==> src/rtl/vga_pattern_gen_if.sv <==
// Video-side bundle of vga_pattern_gen: pattern select in, timing/colour/counters out.
interface vga_pattern_gen_if #(
    parameter int unsigned COLOR_W = 1
);
    logic [1:0]         modein;
    logic               hout;
    logic               vout;
    logic [COLOR_W-1:0] rout;
    logic [COLOR_W-1:0] gout;
    logic [COLOR_W-1:0] bout;
    logic               aout;
    logic [15:0]        hcsout;
    logic [15:0]        vcsout;

    modport master (
        input  modein,
        output hout, vout, rout, gout, bout, aout, hcsout, vcsout
    );

    modport slave (
        output modein,
        input  hout, vout, rout, gout, bout, aout, hcsout, vcsout
    );
endinterface

==> src/rtl/vga_pattern_gen.sv <==
// Parametrised VGA timing and test-pattern source (stripes, checkerboard, solid).
// Optional macro VGA_PATTERN_SCROLL_EN rotates pattern colours one stripe per frame.
module vga_pattern_gen #(
    parameter int unsigned H_ACTIVE = 640,
    parameter int unsigned H_FP     = 16,
    parameter int unsigned H_SYNC   = 96,
    parameter int unsigned H_BP     = 48,
    parameter int unsigned V_ACTIVE = 480,
    parameter int unsigned V_FP     = 10,
    parameter int unsigned V_SYNC   = 2,
    parameter int unsigned V_BP     = 33,
    parameter int unsigned SYNC_POL = 0,
    parameter int unsigned COLOR_W  = 1,
    parameter int unsigned STRIPE_W = 80
) (
    input  logic              clkin,
    input  logic              rstin,
    vga_pattern_gen_if.master vif
);
    localparam int unsigned CW       = 16;
    localparam int unsigned H_TOTAL  = H_ACTIVE + H_FP + H_SYNC + H_BP;
    localparam int unsigned V_TOTAL  = V_ACTIVE + V_FP + V_SYNC + V_BP;
    localparam int unsigned HS_BEG   = H_ACTIVE + H_FP;
    localparam int unsigned HS_END   = HS_BEG + H_SYNC;
    localparam int unsigned VS_BEG   = V_ACTIVE + V_FP;
    localparam int unsigned VS_END   = VS_BEG + V_SYNC;
    localparam int unsigned SW       = (STRIPE_W > 1) ? $clog2(STRIPE_W) : 1;
    localparam logic        SYNC_ACT = 1'(SYNC_POL);

    logic [CW-1:0]      hcs, vcs;
    logic [SW-1:0]      cx, cy;
    logic [2:0]         kx, ky;
    logic [1:0]         mode_q;
    logic               hout_q, vout_q, aout_q;
    logic [COLOR_W-1:0] r_q, g_q, b_q;

    logic               h_wrap_c, v_wrap_c, frame_wrap_c, origin_c;
    logic               active_c, hs_c, vs_c;
    logic [1:0]         mode_c;
    logic [2:0]         colour_c, seed_c;

    assign h_wrap_c     = (hcs == CW'(H_TOTAL - 1));
    assign v_wrap_c     = (vcs == CW'(V_TOTAL - 1));
    assign frame_wrap_c = h_wrap_c && v_wrap_c;
    assign origin_c     = (hcs == '0) && (vcs == '0);

`ifdef VGA_PATTERN_SCROLL_EN
    logic [2:0] fc;

    // Frame counter; the stripe index restarts from the incoming frame's value.
    always_ff @(posedge clkin) begin
        if (rstin)
            fc <= '0;
        else if (frame_wrap_c)
            fc <= fc + 3'd1;
    end

    assign seed_c = frame_wrap_c ? (fc + 3'd1) : fc;
`else
    assign seed_c = 3'd0;
`endif

    // Mode is latched at the frame origin; that first pixel already uses the new value.
    assign mode_c = origin_c ? vif.modein : mode_q;

    always_comb begin
        active_c = (hcs < CW'(H_ACTIVE)) && (vcs < CW'(V_ACTIVE));
        hs_c     = (hcs >= CW'(HS_BEG)) && (hcs < CW'(HS_END));
        vs_c     = (vcs >= CW'(VS_BEG)) && (vcs < CW'(VS_END));
        colour_c = 3'd0;
        case (mode_c)
            2'b00:   colour_c = kx;
            2'b01:   colour_c = ky;
            2'b10:   colour_c = (kx[0] ^ ky[0]) ? 3'b111 : 3'b000;
            default: colour_c = 3'b111;
        endcase
    end

    // Raster counters.
    always_ff @(posedge clkin) begin
        if (rstin) begin
            hcs <= '0;
            vcs <= '0;
        end else begin
            hcs <= h_wrap_c ? '0 : hcs + CW'(1);
            if (h_wrap_c)
                vcs <= v_wrap_c ? '0 : vcs + CW'(1);
        end
    end

    // Stripe indices track hcs/vcs divided by STRIPE_W without a divider.
    always_ff @(posedge clkin) begin
        if (rstin) begin
            cx <= '0;
            kx <= '0;
            cy <= '0;
            ky <= '0;
        end else begin
            if (h_wrap_c) begin
                cx <= '0;
                kx <= seed_c;
            end else if (cx == SW'(STRIPE_W - 1)) begin
                cx <= '0;
                kx <= kx + 3'd1;
            end else begin
                cx <= cx + SW'(1);
            end

            if (h_wrap_c) begin
                if (v_wrap_c) begin
                    cy <= '0;
                    ky <= seed_c;
                end else if (cy == SW'(STRIPE_W - 1)) begin
                    cy <= '0;
                    ky <= ky + 3'd1;
                end else begin
                    cy <= cy + SW'(1);
                end
            end
        end
    end

    // Registered decode: outputs describe the counter state of the previous clock.
    always_ff @(posedge clkin) begin
        if (rstin) begin
            mode_q <= 2'b00;
            hout_q <= ~SYNC_ACT;
            vout_q <= ~SYNC_ACT;
            aout_q <= 1'b0;
            r_q    <= '0;
            g_q    <= '0;
            b_q    <= '0;
        end else begin
            mode_q <= mode_c;
            hout_q <= hs_c ? SYNC_ACT : ~SYNC_ACT;
            vout_q <= vs_c ? SYNC_ACT : ~SYNC_ACT;
            aout_q <= active_c;
            r_q    <= active_c ? {COLOR_W{colour_c[2]}} : '0;
            g_q    <= active_c ? {COLOR_W{colour_c[1]}} : '0;
            b_q    <= active_c ? {COLOR_W{colour_c[0]}} : '0;
        end
    end

    assign vif.hout   = hout_q;
    assign vif.vout   = vout_q;
    assign vif.aout   = aout_q;
    assign vif.rout   = r_q;
    assign vif.gout   = g_q;
    assign vif.bout   = b_q;
    assign vif.hcsout = hcs;
    assign vif.vcsout = vcs;
endmodule

==> src/flat_wrapper.sv <==
// flat-port wrapper written by rule: the top's interface ports become plain ports
module vga_pattern_gen_flat 
#(
    parameter int unsigned H_ACTIVE = 640,
    parameter int unsigned H_FP     = 16,
    parameter int unsigned H_SYNC   = 96,
    parameter int unsigned H_BP     = 48,
    parameter int unsigned V_ACTIVE = 480,
    parameter int unsigned V_FP     = 10,
    parameter int unsigned V_SYNC   = 2,
    parameter int unsigned V_BP     = 33,
    parameter int unsigned SYNC_POL = 0,
    parameter int unsigned COLOR_W  = 1,
    parameter int unsigned STRIPE_W = 80
)
  (clkin, rstin, vif_modein, vif_hout, vif_vout, vif_rout, vif_gout, vif_bout, vif_aout, vif_hcsout, vif_vcsout);
  vga_pattern_gen_if #(.COLOR_W(COLOR_W)) vif_i ();
  input  logic clkin;
  input  logic rstin;
  input wire logic [$bits(vif_i.modein)-1:0] vif_modein;
  output wire logic [$bits(vif_i.hout)-1:0] vif_hout;
  output wire logic [$bits(vif_i.vout)-1:0] vif_vout;
  output wire logic [$bits(vif_i.rout)-1:0] vif_rout;
  output wire logic [$bits(vif_i.gout)-1:0] vif_gout;
  output wire logic [$bits(vif_i.bout)-1:0] vif_bout;
  output wire logic [$bits(vif_i.aout)-1:0] vif_aout;
  output wire logic [$bits(vif_i.hcsout)-1:0] vif_hcsout;
  output wire logic [$bits(vif_i.vcsout)-1:0] vif_vcsout;
  assign vif_i.modein = vif_modein;
  assign vif_hout = vif_i.hout;
  assign vif_vout = vif_i.vout;
  assign vif_rout = vif_i.rout;
  assign vif_gout = vif_i.gout;
  assign vif_bout = vif_i.bout;
  assign vif_aout = vif_i.aout;
  assign vif_hcsout = vif_i.hcsout;
  assign vif_vcsout = vif_i.vcsout;
  vga_pattern_gen #(.H_ACTIVE(H_ACTIVE), .H_FP(H_FP), .H_SYNC(H_SYNC), .H_BP(H_BP), .V_ACTIVE(V_ACTIVE), .V_FP(V_FP), .V_SYNC(V_SYNC), .V_BP(V_BP), .SYNC_POL(SYNC_POL), .COLOR_W(COLOR_W), .STRIPE_W(STRIPE_W)) u_core (.clkin(clkin), .rstin(rstin), .vif(vif_i));
endmodule
==> config.mk <==
export PLATFORM = sky130hd
export DESIGN_NAME = vga_pattern_gen_flat
export DESIGN_NICKNAME = d
export VERILOG_FILES = /design/src/rtl/vga_pattern_gen_if.sv /design/src/rtl/vga_pattern_gen.sv /design/src/flat_wrapper.sv
export SDC_FILE = /design/constraint.sdc
export NUM_CORES = 1
export LEC_CHECK = 0
export ABC_AREA = 1
export CORE_MARGIN = 5
export CORE_UTILIZATION = 30
export DETAILED_ROUTE_END_ITERATION = 6
export PLACE_DENSITY = 0.48
export SLEW_MARGIN = 0
export SYNTH_ARGS = -nofsm -noshare
export SYNTH_HDL_FRONTEND = slang
export SYNTH_SLANG_ARGS = --single-unit
==> constraint.sdc <==
create_clock -name clkin -period 1.7 [get_ports clkin]
set_input_delay 0.17 -clock clkin [delete_from_list [all_inputs] [get_ports clkin]]
set_output_delay 0.17 -clock clkin [all_outputs]
set_load 0.005 [all_outputs]
# Word-level counts from Yosys, hierarchy flattened
# Index checks and enable logic that the tools add are counted.
# totals
output_inout_bits	38
word_cells	55
register_bits	60
input_bits	4
# classes
n_lt_le_gt_ge	6
n_eq_ne	6
n_reduce_logical	12
n_bitwise	2
mux	10
n_addsub	6
# op_table
op	n
adder 16 x 1 -> 16 bit (second input constant)	2
== test 16 x 10 -> 1 bit (second input constant)	2
zero test 16 bit	2
less-than comparator 16 x 10 -> 1 bit (second input constant)	2
less-than comparator 16 x 9 -> 1 bit (second input constant)	2
greater-or-equal comparator 16 x 10 -> 1 bit (second input constant)	1
greater-or-equal comparator 16 x 9 -> 1 bit (second input constant)	1
two-way mux 16 bit	1
adder 7 x 1 -> 7 bit (second input constant)	2
== test 7 bit (second input constant)	2
two-way mux 7 bit	2
two-way mux 3 bit	3
case mux 3 bit (3 select lines)	1
adder 3 x 1 -> 3 bit (second input constant)	2
logical AND 1 bit	4
OR reduction 2 bit	2
OR reduction 3 bit	1
== test 2 x 1 -> 1 bit (second input constant)	1
== test 2 bit (second input constant)	1
zero test 2 bit	1
two-way mux 1 bit	2
two-way mux 2 bit	1
AND reduction 2 bit	1
nonzero test 2 bit	1
other kinds (2)	2

# Longest topological paths before layout
# depth
word_depth	5
mapped_depth	14
ltp_nobuf	14

# Least setup slack after synthesis
# No wires, ideal clock.
# synth_path
path_type	register to register
startpoint	reg u_core.hcs[0], in the netlist u_core.vif.hcsout[0]
endpoint	reg u_core.vcs[3], in the netlist u_core.vif.vcsout[3]
setup_time_ns	0.124
n_path_buf	0
period_less_slack_ns	1.602
setup_slack_ns	0.098
t_required_ns	1.576
stages_incl_launch_ff	9
arrival_time_ns	1.479
cell_sequence	dfxtp_1 -> ha_1 -> nand3_1 -> nor4_4 -> nand2_2 -> nand2_2 -> inv_1 -> nor2_1 -> nor3b_1
# synth_via
elab_chain_len	1
# synth_lines
item	line_no	text
from (decl)	vga_pattern_gen.sv:30	logic [CW-1:0] hcs, vcs;
from (signal assigned)	vga_pattern_gen.sv:85	hcs <= h_wrap_c ? '0 : hcs + CW'(1);
== test 16 x 10 -> 1 bit	vga_pattern_gen.sv:42	assign h_wrap_c = (hcs == CW'(H_TOTAL - 1));
to (signal assigned)	vga_pattern_gen.sv:87	vcs <= v_wrap_c ? '0 : vcs + CW'(1);
to (decl)	vga_pattern_gen.sv:30	
# Every way passes these cells.
# A chain may end at the register's enable or synchronous reset.

# Worst setup path after layout
# layout_path
startpoint	reg u_core.hcs[0], in the netlist u_core.vif.hcsout[0]
endpoint	reg u_core.vcs[5], in the netlist u_core.vif.vcsout[5]
# Same word-level chain as after synthesis.

==> impl_metrics.toml <==
[logic_synthesis]
synth_seq_cells = 60
async_flop_share_pct = 0
synth_nets = 471
syn_inst = 459
ys_types = 37
synth_edf_count = 0
synth_ff_type = "dfxtp_1"
netlist_area_sq_um = 3170
ys_warn_count = 0
yosysSeqAreaShare_pct = 37.9
syn_avg_cell_area_sq_um = 6.91

[timing]
period_share_pct = 100
worst_pin_slew_ns = 0.409
clock.fmax_mhz = 587
setup_viol = 1
hold_viol = 0
skew_ns = 0.00578
fin_ws_ns = -0.00465
drv_slew = 0
period_needed_ns = 1.70
grt_setup_unrepaired = "true"
maxSlewHeadroom_pct = 72.5
timing.hold.ws_ns = 0.418

[cells_and_area]
area_growth_pct = 47.3
finalNetCount = 574
post-route-util_pct = 45.3
ff_latch_area_sq_um = 1210
diodes = 0
fin_area_sq_um = 4670
drive_gt1_share_pct = 27.3
nFillCells = 1078
layout_commonest_cell = "nand2_1"
multi_input_area_sq_um = 1880
layout_common_cells = "nand2_1 (70), nor2_1 (62), inv_1 (60)"

[die]
fp.coreArea_sq_um = 10300
die_w_microns = 113
dieArea_sq_um = 12700
row_count = 37
ios = 42
initial_utilization_pct = 30.7
die_y_microns = 113

[grt]
grtUsageTotal_pct = 13.8
gr-total-overflow = 0
grt_max_degree = 11
grt_pass1_vias = 3040
antenna_found_initial = 0
grt_pass1_wl_microns = 14100

[clock_tree]
cts-root-buf = "clkbuf_8"
cts_buffer_depth = 2
clk_latency_ns = 0.35
cts_tree = "yes"
clk_pin_slew_ns = 0.07
cts.sinks = 60
h-tree-depth = 3
cts_made_buffers = 9

[place]
hpwl_microns = 6700
gp_congestion = 0.837
placed_area_sq_um = 4130
dpl_worst_slack_ns = -0.0820
port_buffers = 41

[routing]
drt-total-wl_microns = 8910
wl_per_cell_microns = 12.7
antenna_left = 0
route.vias.total = 3219
first_pass_iters = 4
vias_per_cell = 4.58
first_iter_violations = 87
drc = 0

[worst_setup_path]
start_kind = "flip-flop"
cp.required_ns = 1.94
end_kind = "flip-flop"
crit_path_max_fanout = 5
crit_arrival_ns = 1.94
worstSetupPathType = "flip-flop to flip-flop"

[power_and_ir_drop]
p_sw_uw = 752
internal-power_mw = 2.31
netSwitchingFraction_pct = 24.6
p_total_mw = 3.06
power_frac_seq_pct = 47.3
p_per_area_nw_per_um2 = 655
cellLeakagePower_nw = 1.99
pwr-share-clk_pct = 43.8
worst_ir_drop_vdd_mv = 0.276
combPwrFrac_pct = 8.9

[min_path]
hp-class = "flip-flop to flip-flop"

[run]
maxCapViolations = 0

[outcome]
status = "finished with violations"
violations = "negative setup slack"
cell families after synthesis:
group,after synthesis,synth area share (%)
AND/OR/NAND/NOR,245,35.6
buffers and inverters,81,10.6
flip-flops,60,37.9
AO/OA/AOI/OAI,48,8.12
XOR/XNOR,17,4.69
adder cells (fa/ha/maj),8,3.15
cell type report:
| type | instances | share of cell area [%] |
|---|---|---|
| multi-input combinational | 318 | 40.2 |
| clock buffer | 12 | 3.32 |
| sequential | 60 | 26.0 |
| tap | 136 | 3.64 |
| timing repair buffer | 100 | 19.7 |
| clock inverter | 4 | 1.02 |
| inverter | 73 | 6.13 |
power groups by stage:
| stage | logic (mW) | registers, mW | clock network [mW] |
|---|---|---|---|
| 4_1_cts | 0.216 | 1.44 | 1.38 |
| 6_report | 0.271 | 1.45 | 1.34 |
| 2_1_floorplan | 0.111 | 1.48 | 0 |
| 3_3_place_gp | 0.209 | 1.47 | 0 |
| 5_1_grt | 0.300 | 1.45 | 1.45 |
| 3_5_place_dp | 0.212 | 1.48 | 0 |
repair_timing:
item,4_1_cts,5_1_grt
resized for setup,9,84
endpoints found under the setup margin,31,38
hold buffers,0,0
cloned,0,1
setup buffers,0,4
pin swaps,4,26
synth_stat cells, types with 2 or more instances:
cell type,count,share of area (%)
ha_1,8,3.2
nor3_2,3,0.95
nand4_1,13,2.6
xor2_1,14,3.9
nor4_1,3,0.59
nor3b_1,2,0.47
a21oi_1,23,3.6
nand2_1,82,9.7
or2_2,2,0.39
inv_1,68,8.0
inv_2,3,0.35
buf_2,4,0.63
nor3_1,14,2.2
o21ai_0,17,2.7
o22ai_1,2,0.39
dfxtp_1,60,38
buf_6,3,1.1
nor2_1,75,8.9
nand3_1,38,6.0
nand2_2,5,0.99
xnor2_1,3,0.83
nor3_4,2,1.0
worst paths after layout:
kind                        startpoint                    to  slack [ns]  cells past startpoint
setup / recovery  u_core.vif.hcsout[0]  u_core.vif.vcsout[5]      -0.005                     10
hold / removal            u_core.cx[0]          u_core.cx[0]        0.42                      1
setup reg to reg  u_core.vif.hcsout[0]  u_core.vif.vcsout[5]      -0.005                     10
hold reg to reg           u_core.cx[0]          u_core.cx[0]        0.42                      1
flip-flops by register name, indices dropped and copies added, names as in the netlist, 2 cells and up:
register,flops
u_core.ky,3
u_core.vif.hcsout,16
u_core.kx,3
u_core.cy,7
u_core.vif.vcsout,16
u_core.mode_q,2
u_core.cx,7
critical path: stages (launching register included):
cell and delay (ns):
dfxtp_4 0.37, ha_4 0.15, nand3_4 0.08, buf_6 0.13
nor4_4 0.14, nand2_2 0.12, buf_12 0.16, nor3_4 0.20
nand3_1 0.10, o21ai_1 0.09, nor2_1 0.05
per-stage QoR:
| stage | setup TNS (ns) | instances |
|---|---|---|
| after CTS | -0.00901 | 698 |
| after global routing | -1.27 | 703 |
| after floorplan | 0 | 459 |
| final | -0.00465 | 703 |
| after detailed placement | -0.897 | 682 |
| after global placement | -0.0492 | 682 |
layer usage:
metal | track usage [%] | vias to the layer above | routed length, microns
li1 | - | 1682 | -
met1 | 17.4 | 1468 | 4090
met2 | 22.7 | 55 | 4300
met3 | 3.05 | 14 | 374
met4 | 6.01 | 0 | 155
met5 | 0 | - | 0
No activity file was read; power rests on OpenSTA's default activity.
